==> config.mk <==
export PLATFORM = sky130hd
export DESIGN_NAME = teclado_scan_ctrl
export DESIGN_NICKNAME = d
export VERILOG_FILES = /design/src/rtl/teclado_scan_ctrl.sv
export SDC_FILE = /design/constraint.sdc
export NUM_CORES = 1
export LEC_CHECK = 0
export CAP_MARGIN = 10
export CORE_MARGIN = 2
export CORE_UTILIZATION = 60
export CTS_CLUSTER_SIZE = 14
export DETAILED_ROUTE_END_ITERATION = 8
export DONT_BUFFER_PORTS = 1
export GPL_TIMING_DRIVEN = 0
export HOLD_SLACK_MARGIN = 0.06
export MAX_ROUTING_LAYER = met4
export PLACE_DENSITY_LB_ADDON = 0.3
export SYNTH_ARGS = -nofsm -noshare
export SYNTH_HDL_FRONTEND = slang
export SYNTH_SLANG_ARGS = --single-unit
==> constraint.sdc <==
create_clock -name clk -period 2 [get_ports clk]
set_input_delay 0.4 -clock clk [delete_from_list [all_inputs] [get_ports clk]]
set_output_delay 0.4 -clock clk [all_outputs]
set_load 0.1 [all_outputs]
==> src/rtl/teclado_scan_ctrl.sv <==
// 4x4 keypad scan controller: drives one column low per dwell, debounces press and
// release on the synchronized rows, and hands out {row,col} codes over valid/ready.
module teclado_scan_ctrl #(
  parameter int SCAN_DIV     = 4,
  parameter int DEBOUNCE_CNT = 3
) (
  input  logic       clk,
  input  logic       rst,
  input  logic       scan_en,
  input  logic [3:0] entrada_teclado,
  output logic [3:0] saida_conf_teclado,
  output logic [3:0] key_code,
  output logic       key_valid,
  input  logic       key_ready,
  output logic       overrun,
  output logic       busy
);

  localparam int DIV_W = $clog2(SCAN_DIV);
  localparam int DEB_W = $clog2(DEBOUNCE_CNT + 1);

  typedef enum logic [1:0] {
    ST_SCAN,
    ST_DEB_PRESS,
    ST_HELD
  } state_t;

  state_t           state;
  logic [3:0]       rs_p0;
  logic [3:0]       rs_p1;
  logic [DIV_W-1:0] div;
  logic [1:0]       col;
  logic [1:0]       lat_row;
  logic [DEB_W-1:0] deb;

  logic             tick;
  logic             any_row;
  logic [1:0]       row_idx;
  logic [DEB_W:0]   deb_inc;
  logic             deb_done;
  logic             row_match;
  logic             accept;

  // stage p0/p1: two-flop synchronizer for the asynchronous row pins
  always_ff @(posedge clk or negedge rst) begin
    if (!rst) begin
      rs_p0 <= 4'b1111;
      rs_p1 <= 4'b1111;
    end else begin
      rs_p0 <= entrada_teclado;
      rs_p1 <= rs_p0;
    end
  end

  assign tick      = (div == DIV_W'(SCAN_DIV - 1));
  assign any_row   = (rs_p1 != 4'b1111);
  assign deb_inc   = {1'b0, deb} + (DEB_W + 1)'(1);
  assign deb_done  = (deb_inc >= (DEB_W + 1)'(DEBOUNCE_CNT));
  assign row_match = any_row && (row_idx == lat_row);
  assign accept    = scan_en && tick && (state == ST_DEB_PRESS) && row_match && deb_done;

  // Lowest active row wins when several rows are pulled low together.
  always_comb begin
    row_idx = 2'd3;
    if (!rs_p1[2]) row_idx = 2'd2;
    if (!rs_p1[1]) row_idx = 2'd1;
    if (!rs_p1[0]) row_idx = 2'd0;
  end

  // stage p2: scan sequencing, debounce FSM and output handshake
  always_ff @(posedge clk or negedge rst) begin
    if (!rst) begin
      state              <= ST_SCAN;
      div                <= '0;
      col                <= 2'd0;
      lat_row            <= 2'd0;
      deb                <= '0;
      saida_conf_teclado <= 4'b1111;
      key_code           <= 4'd0;
      key_valid          <= 1'b0;
      overrun            <= 1'b0;
      busy               <= 1'b0;
    end else begin
      overrun <= 1'b0;

      if (key_valid && key_ready) key_valid <= 1'b0;

      // A new key only replaces the old one if the consumer takes the old one now.
      if (accept) begin
        if (!key_valid || key_ready) begin
          key_code  <= {lat_row, col};
          key_valid <= 1'b1;
        end else begin
          overrun <= 1'b1;
        end
      end

      if (!scan_en) begin
        state              <= ST_SCAN;
        div                <= '0;
        col                <= 2'd0;
        deb                <= '0;
        saida_conf_teclado <= 4'b1111;
        busy               <= 1'b0;
      end else begin
        saida_conf_teclado <= ~(4'b0001 << col);
        div                <= tick ? '0 : div + DIV_W'(1);

        if (tick) begin
          case (state)
            ST_SCAN: begin
              if (any_row) begin
                lat_row <= row_idx;
                deb     <= DEB_W'(1);
                state   <= ST_DEB_PRESS;
                busy    <= 1'b1;
              end else begin
                col <= col + 2'd1;
              end
            end
            ST_DEB_PRESS: begin
              if (row_match) begin
                if (deb_done) begin
                  deb   <= '0;
                  state <= ST_HELD;
                end else begin
                  deb <= deb_inc[DEB_W-1:0];
                end
              end else begin
                col   <= col + 2'd1;
                deb   <= '0;
                state <= ST_SCAN;
                busy  <= 1'b0;
              end
            end
            ST_HELD: begin
              if (any_row) begin
                deb <= '0;
              end else if (deb_done) begin
                col   <= col + 2'd1;
                deb   <= '0;
                state <= ST_SCAN;
                busy  <= 1'b0;
              end else begin
                deb <= deb_inc[DEB_W-1:0];
              end
            end
            default: begin
              state <= ST_SCAN;
              busy  <= 1'b0;
            end
          endcase
        end
      end
    end
  end

endmodule

Word-level counts from Yosys, hierarchy flattened
Index checks and enable logic that the tools add are counted.
Storage, ports and cells
  bits in registers: 29
  input port bits: 8
  output and inout port bits: 11
  logic and storage cells: 85
Cells by class
  add/sub/neg operators: 3
  $lt $le $gt $ge: 1
  equal/unequal tests: 13
  shifts and indexed selects: 1
  mux-type cells: 39
  bitwise logic cells: 1
  reductions and logical operators: 15
Operators with widths (count)
  2-bit 2-to-1 mux: 22
  2-bit case mux with 3 select lines: 3
  3-bit != test (second input constant): 5
  1-bit 2-to-1 mux: 12
  5-bit AND reduction: 2
  4-bit != test (second input constant): 2
  1-bit logical AND: 6
  6-bit AND reduction: 1
  2-bit by 1-bit adder with 2-bit output (second input constant): 2
  2-bit == test (second input constant): 2
  4-bit 2-to-1 mux: 1
  4-bit by 1-bit != test with 1-bit output (second input constant): 1
  4-bit inverter: 1
  4-bit AND reduction: 1
  1-bit by 2-bit left shift with 4-bit output (first input constant): 1
  2-bit by 1-bit adder with 3-bit output (second input constant): 1
  3-bit by 2-bit >= comparator with 1-bit output (second input constant): 1
  1-bit case mux with 3 select lines: 1
  3-bit AND reduction: 1
  2-bit by 1-bit == test with 1-bit output (second input constant): 1
  2-bit == test: 1
  2-bit logical NOT: 1
  2-bit by 1-bit != test with 1-bit output (second input constant): 1
  2-bit AND reduction: 1
  other kinds (2): 2

Logic depth before layout (Yosys ltp)
  word-level depth: 9
  depth in mapped cells: 7
  gate-level depth less buffers: 7

Worst setup path after synthesis
OpenSTA, ideal clock, no wires.
  path kind: flip-flop to flip-flop
  from: register key_valid
  to: register key_code[0]
  arrival: 1696 ps
  data required time: 1874 ps
  setup slack: 178 ps
  cell stages (with the launch flop): 4
  buffers on the path: 0
  cell sequence: dfrtp_1 or2b_2 nand3_4 mux2_2
On the way
  word-level cells in the longest chain between the ends: 3
Ends and longest elaborated chain
  start, declared: line 13  | output logic key_valid,
  start signal, assigned: line 80  | key_valid <= 1'b0;
  start signal, assigned: line 86  | if (key_valid && key_ready) key_valid <= 1'b0;
  start signal, assigned: line 92  | key_valid <= 1'b1;
  1-bit logical NOT: line 90  | if (!key_valid || key_ready) begin
  1-bit logical OR: line 90
  2-bit AND reduction (no line)
  end signal, assigned: line 91  | key_code <= {lat_row, col};
  end, declared: line 12  | output logic [3:0] key_code,
No other way between the ends.
A chain may end at the register's enable or synchronous reset.

Worst setup path in the final report
Same ends and word-level chain as after synthesis.

==> run_results.csv <==
group,metric,value,unit
clock_tree,htree_levels,2,
clock_tree,postCtsSetupBuffers,0,
pwr,p_per_area,794,mW/mm2
route,dr_total_vias,877,
clock_tree,cts.sinks,29,
global_route,grt_overflow,0,
timing,finalHoldViolCount,0,
route,drt-total-wl,2.21,mm
setup_path,crit_type,"reg2reg",
timing,tightestPinTransition,0.898,ns
timing,fin_setup_tns,0,ns
clock_tree,clk_latency,0.33,ns
timing,fin_skew,0.00899,ns
global_route,antenna_found_initial,0,
timing,clock.fmax,0.529,GHz
yosys,ys_types,33,
timing,setup_viol,0,
clock_tree,numCtsBuffers,5,
timing,slew_viol_final,0,
layout,synthToLayoutAreaGrowth,13.4,%
clock_tree,clk_path_buf_depth,2,
global_route,grt_max_degree,30,
floorplan,die_h,50.6,um
pwr,vdd_drop_max,0.000694,V
floorplan,coreArea,0.00200,mm2
clock_tree,clock-root-buffer,"clkbuf_4",
route,dr.pass1.iters,4,
floorplan,num_rows,16,
yosys,syn_nets,128,
route,drt_iter0_markers,15,
layout,fillers,126,
setup_path,worst-path-buf-inv,0,
layout,drive_gt1_frac,0.262,
hold_path,holdCritPathClass,"in2reg",
place,io_buffers,0,
yosys,yosys_register_bits,29,
timing,rsz0062_at_grt,"false",
route,drcViolationCount,0,
job,maxCapViolCount,0,
setup_path,arrival,2.10,ns
yosys,avgSynthCellArea,11.6,um2
yosys,syn_area,0.00130,mm2
pwr,leakagePower,0.632,nW
yosys,synth_warnings,0,
global_route,first_global_vias,871,
place,pre_cts_slack,0.112,ns
timing,min_period,1.89,ns
floorplan,die_area,0.00256,mm2
route,drt-vias-per-instance,5.73,
clock_tree,ctsResizeCount,0,
timing,relSlewSlack,0.401,
setup_path,cp_top_family,"flip-flops",
timing,setup_slack,0.111,ns
layout,insertedDiodeCount,0,
timing,fin_crit_sh,0.944,
setup_path,cp.required,2.21,ns
setup_path,cp_slowest_cell,"dfrtp_1",
global_route,grt_usage,0.220,
timing,holdWs,0.216,ns
place,dpl.hpwl,1.59,mm
yosys,syn_inst,112,
setup_path,cp_cell_sequence,"or2b_2, nand3_4, mux2_2",
layout,fin_nets,141,
clock_tree,clk_pin_slew,0.08,ns
setup_path,end_kind,"flop",
setup_path,cp_max_fo,4,
route,final_antenna_net_count,0,
yosys,ys_seq_area_frac,0.569,
clock_tree,cts_tree,"done",
place,place.gp.congestion,0.901,
floorplan,ios,19,
floorplan,fp.dieW,50.6,um
floorplan,start_util,0.650,
clock_tree,hold_buffers,6,
setup_path,slowest_delay,0.93,ns
global_route,grt_pass1_wl,3.89,mm
route,wire_per_inst,14.4,um
setup_path,start_kind,"flop",
outcome,status,"finished clean",
==> kinds of logic (layout without fill, tap and decap cells) <==
logic type,count (synthesis),count (layout),share of synthesized area
AND/OR/NAND/NOR,38,38,0.163
flip-flops,29,29,0.569
AO/OA/AOI/OAI,22,22,0.114
buffers and inverters,9,23,0.0269
adder cells (fa/ha/maj),8,8,0.0769
multiplexers,6,6,0.0500
==> metrics by stage <==
stage,std cells,area (um2),util,total power [mW]
4_1_cts,153,1480,0.737,1.19
5_1_grt,153,1480,0.737,1.23
3_3_place_gp,139,1340,0.667,0.757
6_report,153,1480,0.737,1.17
3_5_place_dp,139,1340,0.667,0.762
2_1_floorplan,112,1300,-,0.740
==> path summary, 6_finish.rpt <==
| kind | start | end | slack, ns | cells past startpoint |
|---|---|---|---|---|
| setup reg to reg | key_valid$_DFF_PN0_ | key_code[0]$_DFFE_PN0P_ | 0.11 | 3 |
| min in group asynchronous | rst | lat_row[1]$_DFFE_PN0P_ | 0.50 | 2 |
| setup / recovery | key_valid$_DFF_PN0_ | key_code[0]$_DFFE_PN0P_ | 0.11 | 3 |
| hold / removal | scan_en | deb[0]$_DFFE_PN0P_ | 0.22 | 2 |
| max in group asynchronous | rst | saida_conf_teclado[0]$_DFF_PN1_ | 1.26 | 2 |
| hold reg to reg | rs_p0[1]$_DFF_PN1_ | rs_p1[1]$_DFF_PN1_ | 0.35 | 0 |
==> state kept, by name, summed over array words and instances (netlist names) <==
name,count
deb,2
rs_p1,4
busy,1
state,2
saida_conf_teclado,4
key_valid,1
rs_p0,4
lat_row,2
overrun,1
col,2
div,2
key_code,4
==> cell usage after synthesis (all sizes together) <==
master,number,area [um2]
nor3,7,40.0
o221ai,1,8.76
ha,8,100
a21oi,4,20.0
mux2i,2,20.0
nand3b,1,7.51
or2b,1,8.76
nand2,14,52.6
buf,1,5.00
a211o,1,8.76
nand3,4,32.5
clkbuf,1,3.75
a211oi,3,27.5
o21a,1,7.51
dfrtp,17,425
and3,2,17.5
a31oi,2,12.5
o21ai,6,30.0
and4,1,10.0
mux2,4,45.0
inv,7,26.3
o221a,1,11.3
nand4,1,6.26
and2,2,12.5
nor2,3,11.3
nand2b,1,6.26
nor2b,1,6.26
o31ai,3,22.5
dfstp,12,315
==> final cells by class <==
cell class,instances,area (um2),share of cell area
Clock buffer,7,65.1,0.0441
Clock inverter,1,5.00,0.00339
Timing Repair Buffer,6,70.1,0.0475
Tap cell,27,33.8,0.0229
Multi-Input combinational cell,74,526,0.356
Buffer,2,8.76,0.00594
Sequential cell,29,741,0.502
Inverter,7,26.3,0.0178
==> cell usage in the layout, fill, tap and decap left out, types with 2 or more instances in the layout <==
master,count
a211oi_1,2
a21oi_1,4
a31oi_1,2
and2_1,2
clkbuf_4,5
clkbuf_8,2
dfrtp_1,17
dfstp_2,12
dlygate4sd3_1,5
ha_1,8
inv_1,7
mux2_2,4
mux2i_1,2
nand2_1,14
nand3_1,3
nor2_1,3
nor3_1,6
o21ai_0,6
o31ai_1,3
==> where the power goes <==
part | leakage [nW] | internal, mW | switching [mW]
clock network | 0.0413 | 0.203 | 0.192
registers | 0.359 | 0.626 | 0.0464
logic | 0.231 | 0.0443 | 0.0588
total | 0.632 | 0.874 | 0.297
==> layer usage <==
metal,up-vias,routed length [um],GRT usage
met5,-,0,-
met4,0,25,0.0676
met3,4,168,0.0952
met2,28,1050,0.346
met1,420,961,0.255
li1,425,-,-
No activity file was read; power rests on OpenSTA's default activity.
